## src/rtl/secuenciador_compuertas.sv

```systemverilog
// secuenciador_compuertas
//
// Sequences the coffee-bean classifier and the three diverter gates behind it.
// A bean is a 0->1 edge on bean_detect. After the sensors settle, the
// classifier is strobed once, its one-hot grade is captured, and after the
// conveyor travel delay the matching gate is held open for GATE_CYC cycles.
// Beans arriving while a sequence is in flight are dropped and flagged.
//
// Build option:
//   SEC_CONTADORES_EN  when defined, per-class saturating tallies exist and are
//                      readable through cnt_sel/cnt_out. When not defined,
//                      cnt_out is tied to 0 and clr_cnt clears only the flags.
//                      FSM and gate timing are the same in both builds.
//
// Ports:
//   clk          single clock, rising edge
//   reset        synchronous, active-high
//   bean_detect  presence sensor (already synchronous to clk)
//   class_baja/class_media/class_alta  classifier grade, expected one-hot
//   cnt_sel      tally select: 0 baja, 1 media, 2 alta, 3 errors
//   clr_cnt      clears tallies and both sticky flags
//   sample_en    one-cycle sample strobe to the classifier
//   gate_baja/gate_media/gate_alta     diverter drives, at most one high
//   busy         high whenever the sequencer is not idle
//   err_flag     sticky: captured grade was not one-hot
//   ovr_flag     sticky: a bean arrived while busy and was dropped
//   cnt_out      selected tally (combinational read of registers)

module secuenciador_compuertas #(
  parameter int SETTLE_CYC = 4,
  parameter int TRAVEL_CYC = 16,
  parameter int GATE_CYC   = 8,
  parameter int CNT_W      = 8
) (
  input  logic             clk,
  input  logic             reset,
  input  logic             bean_detect,
  input  logic             class_baja,
  input  logic             class_media,
  input  logic             class_alta,
  input  logic [1:0]       cnt_sel,
  input  logic             clr_cnt,
  output logic             sample_en,
  output logic             gate_baja,
  output logic             gate_media,
  output logic             gate_alta,
  output logic             busy,
  output logic             err_flag,
  output logic             ovr_flag,
  output logic [CNT_W-1:0] cnt_out
);

  // One down-counter is shared by the three timed phases; size it for the
  // longest one.
  localparam int MAX_CYC = (SETTLE_CYC > TRAVEL_CYC)
                         ? ((SETTLE_CYC > GATE_CYC) ? SETTLE_CYC : GATE_CYC)
                         : ((TRAVEL_CYC > GATE_CYC) ? TRAVEL_CYC : GATE_CYC);
  localparam int DLY_W   = (MAX_CYC > 1) ? $clog2(MAX_CYC) : 1;

  localparam logic [DLY_W-1:0] LD_SETTLE = DLY_W'(SETTLE_CYC - 1);
  localparam logic [DLY_W-1:0] LD_TRAVEL = DLY_W'(TRAVEL_CYC - 1);
  localparam logic [DLY_W-1:0] LD_GATE   = DLY_W'(GATE_CYC - 1);

  localparam logic [2:0] ST_IDLE    = 3'd0;
  localparam logic [2:0] ST_SETTLE  = 3'd1;
  localparam logic [2:0] ST_SAMPLE  = 3'd2;
  localparam logic [2:0] ST_CAPTURE = 3'd3;
  localparam logic [2:0] ST_TRAVEL  = 3'd4;
  localparam logic [2:0] ST_GATE    = 3'd5;

  logic [2:0]       state, state_nx;
  logic [DLY_W-1:0] cnt, cnt_nx;
  logic [2:0]       grade, grade_nx;   // {alta, media, baja}, one-hot once valid
  logic [2:0]       gate_q;
  logic             prev;
  logic             rise;
  logic [2:0]       cls;
  logic             cls_ok;
  logic             cap_err;
  logic             ovr_set;
  logic             inc_grade;
  logic [3:0]       inc;               // tally increments: {err, alta, media, baja}

  // prev powers up high so a sensor already covered at reset release is not
  // mistaken for a new bean.
  assign rise   = bean_detect & ~prev;
  assign cls    = {class_alta, class_media, class_baja};
  assign cls_ok = (cls == 3'b001) || (cls == 3'b010) || (cls == 3'b100);

  always_comb begin
    state_nx  = state;
    cnt_nx    = cnt;
    grade_nx  = grade;
    cap_err   = 1'b0;
    inc_grade = 1'b0;
    // Only one bean in flight: anything arriving outside IDLE is dropped.
    ovr_set   = rise && (state != ST_IDLE);
    case (state)
      ST_IDLE: begin
        if (rise) begin
          state_nx = ST_SETTLE;
          cnt_nx   = LD_SETTLE;
        end
      end
      ST_SETTLE: begin
        if (cnt == '0) state_nx = ST_SAMPLE;
        else           cnt_nx   = cnt - 1'b1;
      end
      ST_SAMPLE: begin
        state_nx = ST_CAPTURE;
      end
      ST_CAPTURE: begin
        if (cls_ok) begin
          grade_nx = cls;
          cnt_nx   = LD_TRAVEL;
          state_nx = ST_TRAVEL;
        end else begin
          // No grade or multi-hot: nothing to divert, abandon this bean.
          cap_err  = 1'b1;
          state_nx = ST_IDLE;
        end
      end
      ST_TRAVEL: begin
        if (cnt == '0) begin
          state_nx  = ST_GATE;
          cnt_nx    = LD_GATE;
          inc_grade = 1'b1;
        end else begin
          cnt_nx = cnt - 1'b1;
        end
      end
      ST_GATE: begin
        if (cnt == '0) state_nx = ST_IDLE;
        else           cnt_nx   = cnt - 1'b1;
      end
      default: begin
        state_nx = ST_IDLE;
        cnt_nx   = '0;
      end
    endcase
  end

  assign inc = {cap_err, {3{inc_grade}} & grade};

  // Outputs are registered from next-state so they line up with the state
  // they describe, with no decode glitches on the gate drives.
  always_ff @(posedge clk) begin
    if (reset) begin
      state     <= ST_IDLE;
      cnt       <= '0;
      grade     <= '0;
      prev      <= 1'b1;
      sample_en <= 1'b0;
      busy      <= 1'b0;
      gate_q    <= '0;
      err_flag  <= 1'b0;
      ovr_flag  <= 1'b0;
    end else begin
      state     <= state_nx;
      cnt       <= cnt_nx;
      grade     <= grade_nx;
      prev      <= bean_detect;
      sample_en <= (state_nx == ST_SAMPLE);
      busy      <= (state_nx != ST_IDLE);
      gate_q    <= (state_nx == ST_GATE) ? grade_nx : 3'b000;
      if (clr_cnt) begin
        err_flag <= 1'b0;
        ovr_flag <= 1'b0;
      end else begin
        if (cap_err) err_flag <= 1'b1;
        if (ovr_set) ovr_flag <= 1'b1;
      end
    end
  end

  assign {gate_alta, gate_media, gate_baja} = gate_q;

`ifdef SEC_CONTADORES_EN
  // Index matches cnt_sel: 0 baja, 1 media, 2 alta, 3 errors.
  logic [CNT_W-1:0] tally [4];

  always_ff @(posedge clk) begin
    if (reset || clr_cnt) begin
      for (int i = 0; i < 4; i++) tally[i] <= '0;
    end else begin
      for (int i = 0; i < 4; i++) begin
        // Saturate rather than wrap so a full counter still reads "many".
        if (inc[i] && (tally[i] != '1)) tally[i] <= tally[i] + 1'b1;
      end
    end
  end

  assign cnt_out = tally[cnt_sel];
`else
  assign cnt_out = '0;

  logic unused_cnt;
  assign unused_cnt = ^{cnt_sel, inc};
`endif

endmodule

```

## config.mk

```make
export PLATFORM = sky130hd
export DESIGN_NAME = secuenciador_compuertas
export DESIGN_NICKNAME = d
export VERILOG_FILES = /design/src/rtl/secuenciador_compuertas.sv
export SDC_FILE = /design/constraint.sdc
export NUM_CORES = 1
export LEC_CHECK = 0
export CELL_PAD_IN_SITES_DETAIL_PLACEMENT = 0
export CELL_PAD_IN_SITES_GLOBAL_PLACEMENT = 1
export CORE_MARGIN = 1.5
export CORE_UTILIZATION = 41
export CTS_BUF_LIST = sky130_fd_sc_hd__clkbuf_8 sky130_fd_sc_hd__clkbuf_16
export CTS_CLUSTER_DIAMETER = 80
export DETAILED_ROUTE_END_ITERATION = 7
export DONT_BUFFER_PORTS = 1
export GPL_TIMING_DRIVEN = 0
export PLACE_DENSITY_LB_ADDON = 0.1
export SYNTH_ARGS = -nofsm -noshare
export SYNTH_HDL_FRONTEND = slang
export SYNTH_SLANG_ARGS = --single-unit
```

## constraint.sdc

```tcl
create_clock -name clk -period 1.6 [get_ports clk]
set_input_delay 0.16 -clock clk [delete_from_list [all_inputs] [get_ports clk]]
set_output_delay 0.16 -clock clk [all_outputs]
set_load 0.005 [all_outputs]
```

==> out/summary.txt <==
Post-synthesis instance total: 110
Ys async rst share: 0%
Register area share after synthesis: 35.73%
Non-Filler Instances: 158
Global-route wire length before repair: 3615 um
RSZ-0062 raised after global routing: yes
Seq pwr share: 42.2%
Maxcap violations: 0
Avg Synthesized Cell Area: 9.168 um^2
WL per Instance: 13.27 um
Routed WL: 2097 um
Clock power frac: 30.7%
Drt first-iter violations: 20
Initial Utilization: 44.31%
Final min period: 1.723 ns
CP delay by family, top: compound AO/OA/AOI/OAI gates
Crit path capture type: flip-flop
Min-Delay Path Class: in -> reg
Share of cells above drive strength 1: 34.62%
Final Util: 54.04%
Max Fclk: 0.5803 GHz
Yosys warns: 0
Row count: 17
Cell Chain, Critical Path: inv_2, ha_4, nor3b_4, buf_4, a221o_1, a31o_4, a32o_2
EDFF count, synth: 0
Synth Flop Type: dfxtp_1
Post-DP HPWL: 1512 um
TritonCTS clock tree: yes
Crit path DAT: 1.87 ns
Cell leakage power: 0.0005155 uW
Die width: 52.60 um
Die area: 2766 um^2
Setup Skew: 0.003829 ns
Area contributors post-synth: dfxtp_1 (36%), buf_4 (6.0%), nor3b_2 (3.7%)
Post-synth top area cell: dfxtp_1
Mapped cell area: 1008 um^2
Post-route ant nets: 0
# H-tree levels: 1
Max-slew violations: 0
Skew-Pair Late Insertion Delay: 0.25 ns
Vias in the first global route: 781
Core area: 2276 um^2
Worst Setup Slack, final: -0.1234 ns
Max Root-Sink Buffers: 2
Maximum vdd drop: 0.0007021 V
Largest net degree at the start of global routing: 11
Clk sinks: 18
Most instantiated cells after synthesis: dfxtp_1 (18), inv_1 (9), buf_4 (8)
Setup CP Type: reg -> reg
Final Cycle Share: 107.7%
DR vias: 837
Clock transition at the registers of the reported paths: 0.07 ns
Violated checks: negative setup slack
DP Cell Count: 145
Synth top area share: 35.73%
Root Buffer: clkbuf_8
Fillers: 208
Syn-to-layout area delta: 21.96%
CP max FO: 4
CP Launch Type: flip-flop
IO buf count: 0
Crit path largest cell delay: 0.33 ns
GRT overflow: 0
# diodes: 0
Outcome: finished with violations
Num ports: 24
Switching part of the total power: 26.82%
Initial antenna violation count: 0
Combinational Power Share: 27.1%
CP max-delay cell: dfxtp_2
Die Height: 52.60 um
Internal power contribution: 872.2 uW
Cts bufs inserted: 3
Register bit total from synthesis: 18
Crit path required time: 1.75 ns
Drt drc: 0
Worst hold slack: 0.06648 ns
Final nets: 141
Pre-CTS setup slack: -0.1325 ns
Count of different cell masters after synthesis: 41
Count leader, synth: dfxtp_1
DR vias/cell: 5.297
Final setup vio count: 5
Pwr Total: 1192 uW
Sw power: 319.7 uW
Power per cell area: 969.1 nW/um^2
DR pass1 iterations: 4
Bufs and invs on worst path: 2
Placer Congestion: 0.7215
Total Routing Usage GR: 17.98%
Hold Vio Cnt, Final: 0
==> layer usage <==
layer  vias up  wire [um]  track usage (%)  share of wire, %
met5         -          0                0                 0
met4         0         23            6.410               1.1
met3         4        160            6.857               7.6
met2        34       1000            27.71                48
met1       379        913            22.71                44
li1        420          -                -                 -
==> power by group through the flow <==
stage / registers [uW] / clock network [uW] / logic, uW
floorplan: 507 / 0 / 223
global placement: 513 / 0 / 257
detailed placement: 513 / 0 / 259
CTS: 502 / 379 / 304
global route: 507 / 407 / 356
finish: 502 / 366 / 323
==> state kept, by name, indices dropped and copies added (netlist names) <==
name,cells
busy,1
cnt,4
sample_en,1
prev,1
gate_q,3
state,3
err_flag,1
ovr_flag,1
grade,3
==> through the flow <==
step / TNS (ns) / instance area, um^2
after floorplan: 0 / 1045
after global placement: -0.3091 / 1080
after detailed placement: -0.3379 / 1080
after CTS: -0.1033 / 1196
after global routing: -1.081 / 1230
final: -0.4980 / 1230
==> final cells by class <==
type,count,area [um^2],area share [%]
inverter,9,33.78,2.747
tap,28,35.03,2.848
multi-input combinational,78,589.3,47.91
clock buffer,4,55.05,4.476
timing repair buffer,9,75.07,6.104
sequential,18,362.8,29.50
buffer,12,78.83,6.409
==> worst reg2reg max path, stage by stage (launching register included) <==
cell	delay (ns)
dfxtp_2	0.33
inv_2	0.04
ha_4	0.15
nor3b_4	0.16
buf_4	0.15
a221o_1	0.30
a31o_4	0.23
a32o_2	0.26
==> cells in the final DEF (no fill, tap or decap), types with 4 or more instances in the layout <==
master	netlist	routed
clkbuf_8	0	4
conb_1	1	8
nand2_1	4	4
buf_4	8	14
nor2_1	5	5
a21oi_1	7	7
inv_1	9	7
dfxtp_1	18	16
nor3_1	4	4
==> logic make-up after synthesis <==
| logic type | Yosys count | share of synthesized area (%) |
|---|---|---|
| other | 1 | 0.3719 |
| AOI/OAI and AO/OA | 33 | 27.05 |
| buffers and inverters | 21 | 11.17 |
| and+or+nand+nor | 31 | 19.11 |
| xor gates and xnor gates | 3 | 3.351 |
| adders and majority gates | 1 | 1.240 |
| DFF | 18 | 35.73 |
| muxes | 2 | 1.985 |
==> repair_timing <==
item	4_1_cts	5_1_grt
setup buffers	4	2
hold buffers	2	1
pin swaps	3	5
endpoints found under the hold margin	3	1
gates cloned	0	0
endpoints found under the setup margin	5	7
gates resized for setup	4	2
==> path summary, 6_finish.rpt <==
kind | startpoint | end | slack, ns | depth (start not counted)
max | cnt[1] | cnt[1] | -0.12 | 7
max reg2reg | cnt[1] | cnt[1] | -0.12 | 7
min | class_baja | grade[0] | 0.07 | 2
min reg2reg | grade[0] | grade[0] | 0.51 | 2
No activity file was read; power rests on OpenSTA's default activity.
